<file path="config.mk">
export PLATFORM = sky130hd
export DESIGN_NAME = consmax_ctrl
export DESIGN_NICKNAME = d
export VERILOG_FILES = /design/src/rtl/consmax_ctrl.sv
export SDC_FILE = /design/constraint.sdc
export NUM_CORES = 1
export LEC_CHECK = 0
export ABC_CLOCK_PERIOD_IN_PS = 4000
export CAP_MARGIN = 20
export CORE_MARGIN = 4
export CORE_UTILIZATION = 53
export CTS_CLUSTER_DIAMETER = 30
export DETAILED_ROUTE_END_ITERATION = 10
export GPL_ROUTABILITY_DRIVEN = 1
export PLACE_DENSITY = 0.81
export SYNTH_ARGS = -nofsm -noshare
export SYNTH_HDL_FRONTEND = slang
export SYNTH_SLANG_ARGS = --single-unit
</file>
<file path="constraint.sdc">
create_clock -name clk -period 4 [get_ports clk]
set_input_delay 0.6 -clock clk [delete_from_list [all_inputs] [get_ports clk]]
set_output_delay 0.6 -clock clk [all_outputs]
set_load 0.005 [all_outputs]
</file>
<file path="src/rtl/consmax_ctrl.sv">
// Control front-end for a consmax unit: loads its two lookup tables, streams
// one vector through it and buffers the results in a small output FIFO.
module consmax_ctrl #(
  parameter int IDATA_BIT  = 8,
  parameter int ODATA_BIT  = 8,
  parameter int CDATA_BIT  = 8,
  parameter int LUT_DATA   = 16,
  parameter int LUT_ADDR   = 4,
  parameter int FIFO_DEPTH = 4
) (
  input  logic                  clk,
  input  logic                  rstn,
  input  logic                  lut_load_req,
  input  logic                  lut_in_valid,
  output logic                  lut_in_ready,
  input  logic [LUT_DATA-1:0]   lut_in_data,
  input  logic                  cfg_start,
  input  logic [7:0]            cfg_len,
  input  logic [CDATA_BIT-1:0]  cfg_shift,
  input  logic                  in_valid,
  output logic                  in_ready,
  input  logic [IDATA_BIT-1:0]  in_data,
  output logic                  out_valid,
  input  logic                  out_ready,
  output logic [ODATA_BIT-1:0]  out_data,
  output logic                  out_last,
  output logic [CDATA_BIT-1:0]  cm_shift,
  output logic [LUT_ADDR:0]     cm_lut_waddr,
  output logic                  cm_lut_wen,
  output logic [LUT_DATA-1:0]   cm_lut_wdata,
  output logic [IDATA_BIT-1:0]  cm_idata,
  output logic                  cm_idata_valid,
  input  logic [ODATA_BIT-1:0]  cm_odata,
  input  logic                  cm_odata_valid,
  output logic                  busy,
  output logic                  lut_loaded,
  output logic                  done,
  output logic                  err
);

  typedef enum logic [1:0] {
    IDLE,
    LUT_LOAD,
    STREAM,
    DRAIN
  } state_t;

  localparam int LUT_WORDS = 2 * (1 << LUT_ADDR);
  localparam int PW        = (FIFO_DEPTH > 1) ? $clog2(FIFO_DEPTH) : 1;
  localparam int CW        = $clog2(FIFO_DEPTH + 1);

  state_t                 state_q;
  logic [8:0]             wrCnt_q;
  logic [8:0]             issued_q;
  logic [8:0]             popped_q;
  logic [8:0]             len_q;
  logic                   lutLoaded_q;
  logic [CDATA_BIT-1:0]   cmShift_q;
  logic                   lutWen_q;
  logic [LUT_ADDR:0]      lutWaddr_q;
  logic [LUT_DATA-1:0]    lutWdata_q;
  logic [IDATA_BIT-1:0]   idata_q;
  logic                   idataValid_q;
  logic                   done_q;
  logic                   err_q;

  logic [ODATA_BIT-1:0]   fifoMem_q [FIFO_DEPTH];
  logic [PW-1:0]          wrPtr_q, wrPtr_d;
  logic [PW-1:0]          rdPtr_q, rdPtr_d;
  logic [CW-1:0]          fifoCnt_q, fifoCnt_d;

  logic                   lutAccept;
  logic                   inAccept;
  logic                   fifoFull;
  logic                   pop;
  logic                   pushOk;
  logic                   overflow;
  logic [8:0]             outstanding;

  // Outstanding elements bound how far the input may run ahead of the output,
  // which also guarantees the FIFO can never overflow during a normal vector.
  assign outstanding  = issued_q - popped_q;
  assign lut_in_ready = (state_q == LUT_LOAD);
  assign lutAccept    = lut_in_valid && lut_in_ready;
  assign in_ready     = (state_q == STREAM) && (issued_q < len_q) &&
                        (outstanding < 9'(FIFO_DEPTH));
  assign inAccept     = in_valid && in_ready;

  assign fifoFull  = (fifoCnt_q == CW'(FIFO_DEPTH));
  assign out_valid = (fifoCnt_q != '0);
  assign pop       = out_valid && out_ready;
  assign pushOk    = cm_odata_valid && (!fifoFull || pop);
  assign overflow  = cm_odata_valid && !pushOk;
  assign out_data  = out_valid ? fifoMem_q[rdPtr_q] : '0;
  assign out_last  = out_valid && ((popped_q + 9'd1) == len_q);

  assign busy           = (state_q != IDLE);
  assign lut_loaded     = lutLoaded_q;
  assign cm_shift       = cmShift_q;
  assign cm_lut_wen     = lutWen_q;
  assign cm_lut_waddr   = lutWaddr_q;
  assign cm_lut_wdata   = lutWdata_q;
  assign cm_idata       = idata_q;
  assign cm_idata_valid = idataValid_q;
  assign done           = done_q;
  assign err            = err_q;

  always_comb begin
    wrPtr_d   = wrPtr_q;
    rdPtr_d   = rdPtr_q;
    fifoCnt_d = fifoCnt_q;
    if (pushOk) begin
      wrPtr_d = (wrPtr_q == PW'(FIFO_DEPTH - 1)) ? '0 : wrPtr_q + PW'(1);
    end
    if (pop) begin
      rdPtr_d = (rdPtr_q == PW'(FIFO_DEPTH - 1)) ? '0 : rdPtr_q + PW'(1);
    end
    case ({pushOk, pop})
      2'b10:   fifoCnt_d = fifoCnt_q + CW'(1);
      2'b01:   fifoCnt_d = fifoCnt_q - CW'(1);
      default: fifoCnt_d = fifoCnt_q;
    endcase
  end

  always_ff @(posedge clk or negedge rstn) begin
    if (!rstn) begin
      wrPtr_q   <= '0;
      rdPtr_q   <= '0;
      fifoCnt_q <= '0;
    end else begin
      wrPtr_q   <= wrPtr_d;
      rdPtr_q   <= rdPtr_d;
      fifoCnt_q <= fifoCnt_d;
    end
  end

  // Storage needs no reset: out_data is masked whenever the FIFO is empty.
  always_ff @(posedge clk) begin
    if (pushOk) begin
      fifoMem_q[wrPtr_q] <= cm_odata;
    end
  end

  always_ff @(posedge clk or negedge rstn) begin
    if (!rstn) begin
      state_q      <= IDLE;
      wrCnt_q      <= '0;
      issued_q     <= '0;
      popped_q     <= '0;
      len_q        <= '0;
      lutLoaded_q  <= 1'b0;
      cmShift_q    <= '0;
      lutWen_q     <= 1'b0;
      lutWaddr_q   <= '0;
      lutWdata_q   <= '0;
      idata_q      <= '0;
      idataValid_q <= 1'b0;
      done_q       <= 1'b0;
      err_q        <= 1'b0;
    end else begin
      lutWen_q     <= 1'b0;
      idataValid_q <= 1'b0;
      done_q       <= 1'b0;
      err_q        <= overflow;
      if (pop) begin
        popped_q <= popped_q + 9'd1;
      end
      case (state_q)
        IDLE: begin
          if (lut_load_req) begin
            state_q     <= LUT_LOAD;
            lutLoaded_q <= 1'b0;
            wrCnt_q     <= '0;
          end else if (cfg_start) begin
            if (!lutLoaded_q || (cfg_len == '0)) begin
              err_q <= 1'b1;
            end else begin
              len_q     <= {1'b0, cfg_len};
              cmShift_q <= cfg_shift;
              issued_q  <= '0;
              popped_q  <= '0;
              state_q   <= STREAM;
            end
          end
        end
        LUT_LOAD: begin
          if (lutAccept) begin
            lutWen_q   <= 1'b1;
            lutWdata_q <= lut_in_data;
            lutWaddr_q <= wrCnt_q[LUT_ADDR:0];
            if (wrCnt_q == 9'(LUT_WORDS - 1)) begin
              wrCnt_q     <= '0;
              lutLoaded_q <= 1'b1;
              state_q     <= IDLE;
            end else begin
              wrCnt_q <= wrCnt_q + 9'd1;
            end
          end
        end
        STREAM: begin
          if (inAccept) begin
            idata_q      <= in_data;
            idataValid_q <= 1'b1;
            issued_q     <= issued_q + 9'd1;
            if ((issued_q + 9'd1) == len_q) begin
              state_q <= DRAIN;
            end
          end
        end
        DRAIN: begin
          if (pop && ((popped_q + 9'd1) == len_q)) begin
            done_q  <= 1'b1;
            state_q <= IDLE;
          end
        end
        default: state_q <= IDLE;
      endcase
    end
  end

endmodule

</file>
==> metrics.cfg <==
[timing]
worstMarginPinSlew_ns=0.853
fmax_mhz=262
finalHoldViolCount=0
fin_crit_ns=3.81
rsz0062_at_grt=false
setup_viol=0
slew_headroom_pct=43.1
finClkSkew_ns=0.00708
final_max_slew_viol_count=0
setup_tns_ns=0
finalCritPeriodShare_pct=95.3

[worst_setup_path]
cp-startpoint=issued_q[2]$_DFFE_PN0P_
reg2reg_from=issued_q[2]$_DFFE_PN0P_
path_max_fanout=9
critical_path_class=reg -> out
rr_worst_depth=8
crit_required_ns=3.40
r2r_slack_ns=0.79
crit_path_end=in_ready
cp-start-kind=register
cp-end-kind=output pin
r2r_end=cm_idata[1]$_DFFE_PN0P_
cp.arrival_ns=3.21

[synthesis]
synth_adder_area_share_pct=5.07
synthArstFlopShare_pct=72.9
synth-xor-area-share_pct=4.76
ys_seq_area_share_pct=51.3
synth_cells=601
muxShareOfSynthArea_pct=5.17
synth_compound_area_share_pct=10.2
synth-edff-count=32
synth_top_area_share_pct=35.4
synth_ff_type=dfrtp_1
yosysWarnings=0
yosys.area.top_type=dfrtp_1
synth_top_family_by_area=simple AND/OR/NAND/NOR gates
post_synth.cell_area_avg_sq_um=10.1
synth-simple-area-share_pct=20.2
ys_ff_latch=118
synth.net_count=681
synth_area_leaders=dfrtp_1, edfxtp_1, nand2_1
synth_cell_types=54
syn-cell-area_sq_um=6070

[place]
numPortBuffers=110
gp_congestion=0.921
dpl.hpwl_um=10700

[min_path]
hp-class=in -> async

[global_routing]
gr-max-usage-layer=met2
grtUsageTotal_pct=25.3
antenna_found_initial=0
grt_util_met2_pct=42.7
use_met3_pct=7.79
gr-total-overflow=0
grt_start_max_net_pins=87
grt_pass1_vias=5165
globalRouteMet1Util_pct=29.4
grt_pass1_wl_um=25700

[detailed_routing]
wl_um=15600
drt_iter0_drc=352
route.antenna.remaining_nets=0
vias=4902
drc=0
avgRoutedWirePerCell_um=18.0
dr.pass1.iters=4
viasPerCell=5.65

[outcome]
status=finished, final reports clean

[cells_and_area]
num-fill-cells=755
nets=795
antenna_cells=0
fin_util_pct=72.1
ff_latch_area_sq_um=3110
final_common_cell=nand2_1
drive_gt1_share_pct=11.3
mostFrequentLayoutCells=nand2_1, clkdlybuf4s50_1, dfrtp_1
areaGrowthSynthToFinish_pct=30.9
multi_input_area_sq_um=2770

[floorplanning]
fp.dieArea_sq_um=13200
rows=38
core_sq_um=11000
start_util_pct=55.0
die_w_um=115
dieHeight_um=115
ios=111

[power]
p_total_mw=6.15
ir_worst_vdd_mv=0.463
power_per_cell_area_nw_per_um2=774
p_leak_nw=3.39

[clock_tree]
clk_pin_slew_ns=0.05
ctsHoldBuffers=0
clockBufferDepth=2
clock-root-buffer=clkbuf_16
cts_tree=done
clock_sinks=118
insertion_delay_ns=0.42
cts_buffers=17
cts.htree.levels=4

[flow_run]
drv_cap=0

-- Yosys cell counts, types with 3 or more instances --
cell type and number:
a21oi_1 23, and2_1 12, and3_1 7, and4_1 3
buf_1 3, clkbuf_1 19, dfrtp_1 86, edfxtp_1 32
ha_1 23, inv_1 33, mux2_2 11, mux4_2 8
nand2_1 119, nand2b_1 8, nand3_1 17, nand4_1 6
nor2_1 32, nor3_1 18, nor3b_1 5, nor4_1 3
o211ai_1 3, o21ai_0 40, o31ai_1 10, or2_2 7
or3_1 3, or4_1 3, xnor2_1 20, xor2_1 13
-- how the worst min path moves through the flow --
stage / startpoint / to / slack (ns)
after CTS: rstn / issued_q[7]$_DFFE_PN0P_ / 0.42
final: rstn / issued_q[5]$_DFFE_PN0P_ / 0.02
after floorplan: rstn / cm_idata[0]$_DFFE_PN0P_ / 0.30
after global placement: cm_lut_wdata[8]$_DFFE_PN0P_ / cm_lut_wdata[8]$_DFFE_PN0P_ / 0.46
after global routing: rstn / issued_q[5]$_DFFE_PN0P_ / 0.02
after detailed placement: cm_lut_wdata[13]$_DFFE_PN0P_ / cm_lut_wdata[13]$_DFFE_PN0P_ / 0.46
-- cell type report --
| type | instances | share of cell area, % |
|---|---|---|
| inverter | 33 | 1.56 |
| clock buffer | 17 | 5.35 |
| clock inverter | 15 | 2.09 |
| tap | 140 | 2.20 |
| multi-input combinational | 428 | 34.9 |
| sequential | 118 | 39.2 |
| timing repair buffer | 117 | 14.7 |
-- worst max-delay path, stage by stage (launching register included) --
cell	delay (ns)
dfrtp_2	0.48
ha_4	0.28
a21o_2	0.21
a31o_2	0.26
or3_4	0.39
a2111oi_4	0.36
nand3_2	0.14
nor3_1	0.15
clkdlybuf4s50_1	0.53
-- report_power, final --
part / switching (mW) / leakage [nW] / internal (mW)
sequential: 0.428 / 1.40 / 1.63
combinational: 1.25 / 1.70 / 1.32
clock: 0.592 / 0.282 / 0.928
total: 2.27 / 3.39 / 3.88
-- flip-flops by register name, summed over array words and instances, names as in the netlist --
signal and cells:
cm_idata 8, cm_idata_valid 1, cm_lut_waddr 5, cm_lut_wdata 16, cm_lut_wen 1, cm_shift 8
done 1, err 1, fifoCnt_q 3, fifoMem_q 32, issued_q 9, len_q 8
lut_loaded 1, popped_q 9, rdPtr_q 2, state_q 2, wrCnt_q 9, wrPtr_q 2
-- what timing repair did --
item,4_1_cts,5_1_grt
buffers inserted,0,1
gates resized for setup,0,4
setup endpoints to repair,0,1
-- cell families after synthesis --
group / after synthesis
compound gates: 98
xor+xnor: 33
fa+ha+maj: 24
buf+inv: 55
flops: 118
mux: 20
simple gates: 253
-- layer usage --
| metal | routed length [um] | vias to the layer above | part of all wire (%) |
|---|---|---|---|
| met5 | 0 | - | 0 |
| met4 | 504 | 0 | 3.2 |
| met3 | 1040 | 34 | 6.7 |
| met2 | 7960 | 147 | 51 |
| met1 | 6080 | 2399 | 39 |
| li1 | - | 2322 | - |
-- stage by stage --
step	area (sq um)	hold slack [ns]	cells	setup slack (ns)
6_report	7950	0.0215	868	0.187
5_1_grt	7950	0.0201	868	0.0349
4_1_cts	7900	0.425	866	0.0528
3_5_place_dp	7300	0.462	834	0.504
3_3_place_gp	7300	0.457	834	0.549
2_1_floorplan	6070	0.304	601	1.11
Note: power is estimated with default switching activity, not from simulation.
==> RTL edit 1, RTL diff (same flow settings) <==
The 4 states of `state_t` get a one-hot encoding in 4 bits.
--- a/src/rtl/consmax_ctrl.sv
+++ b/src/rtl/consmax_ctrl.sv
@@ -38,11 +38,11 @@
   output logic                  err
 );
 
-  typedef enum logic [1:0] {
-    IDLE,
-    LUT_LOAD,
-    STREAM,
-    DRAIN
+  typedef enum logic [3:0] {
+    IDLE     = 4'b0001,
+    LUT_LOAD = 4'b0010,
+    STREAM   = 4'b0100,
+    DRAIN    = 4'b1000
   } state_t;
 
   localparam int LUT_WORDS = 2 * (1 << LUT_ADDR);
Behaviour: no difference found for any inputs over 4 cycles, from zero or initial values and one cycle with rstn low; so few cycles prove little.
==> RTL edit 1 against the original RTL <==
  * Final area increased by 1.7%
  * Global-route usage decreased by 1.6 points
  * Setup slack got worse by 0.053 ns
  * Wire length decreased by 2.5%
  * Maximum frequency decreased by 1.4%
  * Highest routed layer unchanged
  * Sequential cell count increased by 2
  * Count of clock-buffer cells in the layout unchanged
  * Largest power group unchanged
  * Power decreased by 3.0%
  * Area after synthesis increased by 2.0%
==> RTL edit 1: results (changes against the original RTL) <==
[status]
status=complete, no violations

[cells_and_area]
largest_register_ff_count=32  ; unchanged
regMostFlops=fifoMem_q
layout-drive-gt1-share_pct=11.5  ; +0.29 points
finalNetCount=778  ; -2.1%

[min_path]
hold_class=input pin to async pin

[synthesis]
synthXorXnorAreaFrac_pct=4.53  ; -0.23 points
synth_cell_types=62  ; +15%
synth-async-reset-ratio_pct=73.3  ; +0.45 points
yosysWarnings=0  ; unchanged
synthTopCellsByCount=nand2_1, dfrtp_1, edfxtp_1, inv_1, nor2_1
synthTopCellsByArea=dfrtp_1, edfxtp_1, nand2_1, ha_1, xnor2_1
synth_edf_count=32  ; unchanged
synth_compound_area_share_pct=10.8  ; +0.57 points
synth_seq_area_share_pct=51.1  ; -0.16 points
synth_fa_ha_area_share_pct=5.17  ; +0.10 points
ys.flop_type=dfrtp_1
synth_nets=660  ; -3.1%
synthMuxAreaShare_pct=7.38  ; +2.2 points

[power_and_ir_drop]
ir_drop_v=0.000564  ; +22%
power_leakage_nw=3.41  ; +0.71%

[routing]
vias=4885  ; -0.35%
wl_per_cell_um=17.8  ; -0.79%
drt-pass1-iter-count=5  ; +1
drtIter0Drc=315  ; -11%

[place]
dp_hpwl_um=10700  ; -0.71%
post_dp_cell_area_um2=7440  ; +1.9%
gp_congestion=0.894  ; -3.0%

[timing]
worst_pin_slew_ns=0.940  ; +0.0872 ns
skew_ns=0.00565  ; -0.00143 ns

[global_route]
grt_pass1_vias=5110  ; -1.1%
grt_pass1_wl_um=24500  ; -4.7%
grt.total_usage_pct=23.6  ; -1.6 points
grt_max_degree=73  ; -16%
antenna_found_initial=0  ; unchanged

[clock_tree]
clk_latency_ns=0.42  ; about the same
cts.clk_slew.worst_paths_ns=0.06
cts_root_buf=clkbuf_16

[critical_path]
crit_fanout=10  ; +1
worstPathArrival_ns=3.27  ; +0.06 ns

==> RTL edit 1: cells by family (layout without fill, tap and decap cells) <==
family	Yosys count	after routing
simple gates	224	224
flops	120	120
compound gates	99	99
buf+inv	49	180
xor+xnor	32	32
mux	30	30
fa+ha+maj	25	25
==> RTL edit 1: through the flow <==
| stage | hold slack [ns] | instances | worst slack, ns |
|---|---|---|---|
| floorplan | 0.304 | 579 | 1.10 |
| global placement | 0.458 | 821 | 0.665 |
| detailed placement | 0.463 | 821 | 0.566 |
| CTS | 0.352 | 853 | 0.109 |
| global route | 0.399 | 853 | 0.0156 |
| finish | 0.323 | 853 | 0.134 |
==> RTL edit 1: final cells by class <==
type                    count  area, um2
fillers                   826       3340
flip-flops and latches    120       3160
multi-input cells         410       2850
repair buffers            117       1150
clock buffers              17        425
clock inverters            15        199
well taps                 143        179
inverters                  31        116
==> RTL edit 1: worst paths after layout <==
| kind | cells after the start | from | endpoint | slack, ns |
|---|---|---|---|---|
| worst max-delay path | 8 | issued_q[2] | in_ready | 0.13 |
| worst min-delay path | 1 | rstn | cm_lut_waddr[4] | 0.32 |
| worst max register to register | 8 | issued_q[2] | cm_idata[5] | 0.59 |
| worst min register to register | 2 | cm_lut_wdata[3] | cm_lut_wdata[3] | 0.47 |
| min in group clk | 2 | cm_lut_wdata[3] | cm_lut_wdata[3] | 0.47 |
| max in group asynchronous | 2 | rstn | cm_lut_wdata[7] | 2.89 |
==> RTL edit 1: critical path, cell delays in order, from the launching register on <==
cell	delay, ns
dfrtp_1	0.48
ha_1	0.38
and2_1	0.19
a311o_2	0.45
a311o_1	0.44
a211oi_4	0.24
nor2_1	0.06
nor2_1	0.09
clkdlybuf4s50_1	0.51
==> RTL edit 1: what timing repair did <==
action	in CTS	in global routing
gates resized for setup	0	3
hold buffers	0	0
setup buffers	0	0
setup endpoints to repair	0	1
==> RTL edit 1: power breakdown <==
group	internal [mW]	leakage, nW	switching (mW)	total (mW)
clock	1.04	0.305	0.570	1.61
combinational	1.17	1.68	1.19	2.36
sequential	1.61	1.42	0.383	2.00
total	3.83	3.41	2.14	5.97
==> RTL edit 1: per-layer routing <==
metal / vias up / GRT usage (%) / routed length, um
met5: - / 0 / 0
met4: 0 / 8.20 / 279
met3: 32 / 8.51 / 1010
met2: 171 / 37.9 / 7490
met1: 2379 / 29.8 / 6430
li1: 2303 / - / -
==> RTL edit 2, RTL diff (same settings) <==
Made on the original files. `IDATA_BIT`: 8 -> 9.
--- a/src/rtl/consmax_ctrl.sv
+++ b/src/rtl/consmax_ctrl.sv
@@ -1,7 +1,7 @@
 // Control front-end for a consmax unit: loads its two lookup tables, streams
 // one vector through it and buffers the results in a small output FIFO.
 module consmax_ctrl #(
-  parameter int IDATA_BIT  = 8,
+  parameter int IDATA_BIT  = 9,
   parameter int ODATA_BIT  = 8,
   parameter int CDATA_BIT  = 8,
   parameter int LUT_DATA   = 16,
Interface: changed (resized cm_idata and in_data); port bits go from 111 to 113. The function was not compared with the original's and may differ.
==> RTL edit 2 against the original RTL <==
  * Setup slack gained 0.0070 ns
  * Non-clock buffer count grew 1
  * Area after synthesis grew 1.4%
  * Power shrank 3.2%
  * Wire length shrank 2.1%
  * First-iteration DRC count grew 17%
  * Sequential cell count grew 1
  * Final area shrank 0.30%
  * Critical path type unchanged
  * Highest routed layer unchanged
==> RTL edit 2: results (changes against the original RTL) <==
[min_path]
hold_class=input pin to async pin

[cells_and_area]
fillCellCount=840  ; +11%
regMostFlops=fifoMem_q
finalNetCount=801  ; +0.75%
antennaDiodeCount=0  ; unchanged
layout-drive-gt1-share_pct=9.28  ; -2.0 points
largest_register_ff_count=32  ; unchanged

[timing]
worst_pin_slew_ns=0.880  ; +0.0270 ns
skew_ns=0.00594  ; -0.00114 ns

[power_and_ir_drop]
power_leakage_nw=3.38  ; -0.11%
ir_drop_v=0.000534  ; +15%

[clock_tree]
clockBufferDepth=2  ; unchanged
clk_latency_ns=0.42  ; about the same
post_cts_buffers=0  ; unchanged
h-tree-depth=4  ; unchanged
cts_root_buf=clkbuf_16

[routing]
drtIter0Drc=413  ; +17%
wl_per_cell_um=17.4  ; -3.0%
drt-pass1-iter-count=5  ; +1
vias=5024  ; +2.5%

[place]
io_buffer_count=112  ; +1.8%
dp_hpwl_um=10700  ; -0.14%
post-place-ws_ns=0.672  ; +0.168 ns
gp_congestion=0.950  ; +3.1%

[global_route]
grt_pass1_wl_um=25000  ; -2.7%
met3_usage_pct=9.14  ; +1.3 points
grt_pass1_vias=5114  ; -0.99%
grt_util_met2_pct=37.1  ; -5.6 points
gr-usage-met1_pct=30.6  ; +1.2 points
antenna_found_initial=0  ; unchanged
grt.total_usage_pct=24.2  ; -1.0 points
grt_max_degree=71  ; -18%

[critical_path]
worstPathArrival_ns=3.21  ; about the same
crit_fanout=7  ; -2
worstRegToRegCells=9  ; +1

[synthesis]
synth_seq_area_share_pct=51.0  ; -0.28 points
synth_edf_count=32  ; unchanged
yosysWarnings=0  ; unchanged
ys.flop_type=dfrtp_1
synthTopCellsByCount=nand2_1, dfrtp_1, nor2_1, edfxtp_1, o21ai_0
synth_cell_types=70  ; +30%
synth_nets=690  ; +1.3%
synthTopCellsByArea=dfrtp_1, edfxtp_1, nand2_1, ha_1, xnor2_1
synth-async-reset-ratio_pct=73.1  ; +0.23 points

[status]
status=complete, no violations

RTL edit 2: changes by cell type after synthesis, moves of 4 or more:
cell	unedited run	this run
nand2_1	119	130
nor2_1	32	42
o21ai_0	40	32
xor2_1	13	5
nand3_1	17	10
or2_2	7	1
xnor2_1	20	26
a21oi_1	23	18
inv_1	33	28
nor3b_1	5	0
mux2_2	11	7
nor3_1	18	14
o211ai_1	3	7
RTL edit 2: metal layers:
layer  share of wire [%]  vias up
met4                 3.4        0
met5                   0        -
met2                  46      242
li1                    -     2334
met3                  11       51
met1                  39     2397
RTL edit 2: cell type report:
type	instances	area, um2	share of cell area, %
Sequential cell	119	3140	39.6
Multi-Input combinational cell	435	2780	35.0
Timing Repair Buffer	118	1160	14.7
Clock buffer	18	429	5.42
Tap cell	143	179	2.26
Clock inverter	14	129	1.63
Inverter	29	109	1.37
RTL edit 2: critical path, cell delays in order (launching register included):
cell and delay, ns:
dfrtp_1 0.48, inv_1 0.11, ha_1 0.39, xor2_1 0.18, a2111o_1 0.38, o21ai_0 0.10
o2111ai_1 0.26, nor2_2 0.19, and3_2 0.19, clkdlybuf4s50_1 0.49
RTL edit 2: final timing paths:
check                                startpoint         endpoint  slack (ns)
worst max register to register      popped_q[3]      cm_idata[2]        0.85
worst min register to register  cm_lut_wdata[7]  cm_lut_wdata[7]        0.47
max in group asynchronous                  rstn      popped_q[0]        2.93
worst min-delay path                       rstn      popped_q[8]        0.27
worst max-delay path                popped_q[3]         in_ready        0.19
min in group clk                cm_lut_wdata[7]  cm_lut_wdata[7]        0.47
RTL edit 2: stage by stage:
stage	instances	instance area (um2)	power, mW	hold slack [ns]
after global placement	844	7370	4.36	0.458
after global routing	876	7930	6.37	0.355
final	876	7930	5.95	0.271
after CTS	876	7930	5.96	0.330
after detailed placement	844	7370	4.47	0.462
after floorplan	609	6150	3.48	0.304
RTL edit 2: cell families after synthesis:
family,Yosys count,share of synthesized area (%)
DFF,119,51.0
adders and majority gates,24,5.00
xor gates and xnor gates,31,4.41
and+or+nand+nor,261,19.6
muxes,22,5.59
AOI/OAI and AO/OA,97,10.4
buffers and inverters,55,3.96
RTL edit 2: where the power goes:
group          switching [mW]  internal (mW)
clock network           0.578          0.856
logic                    1.20           1.26
registers               0.411           1.65
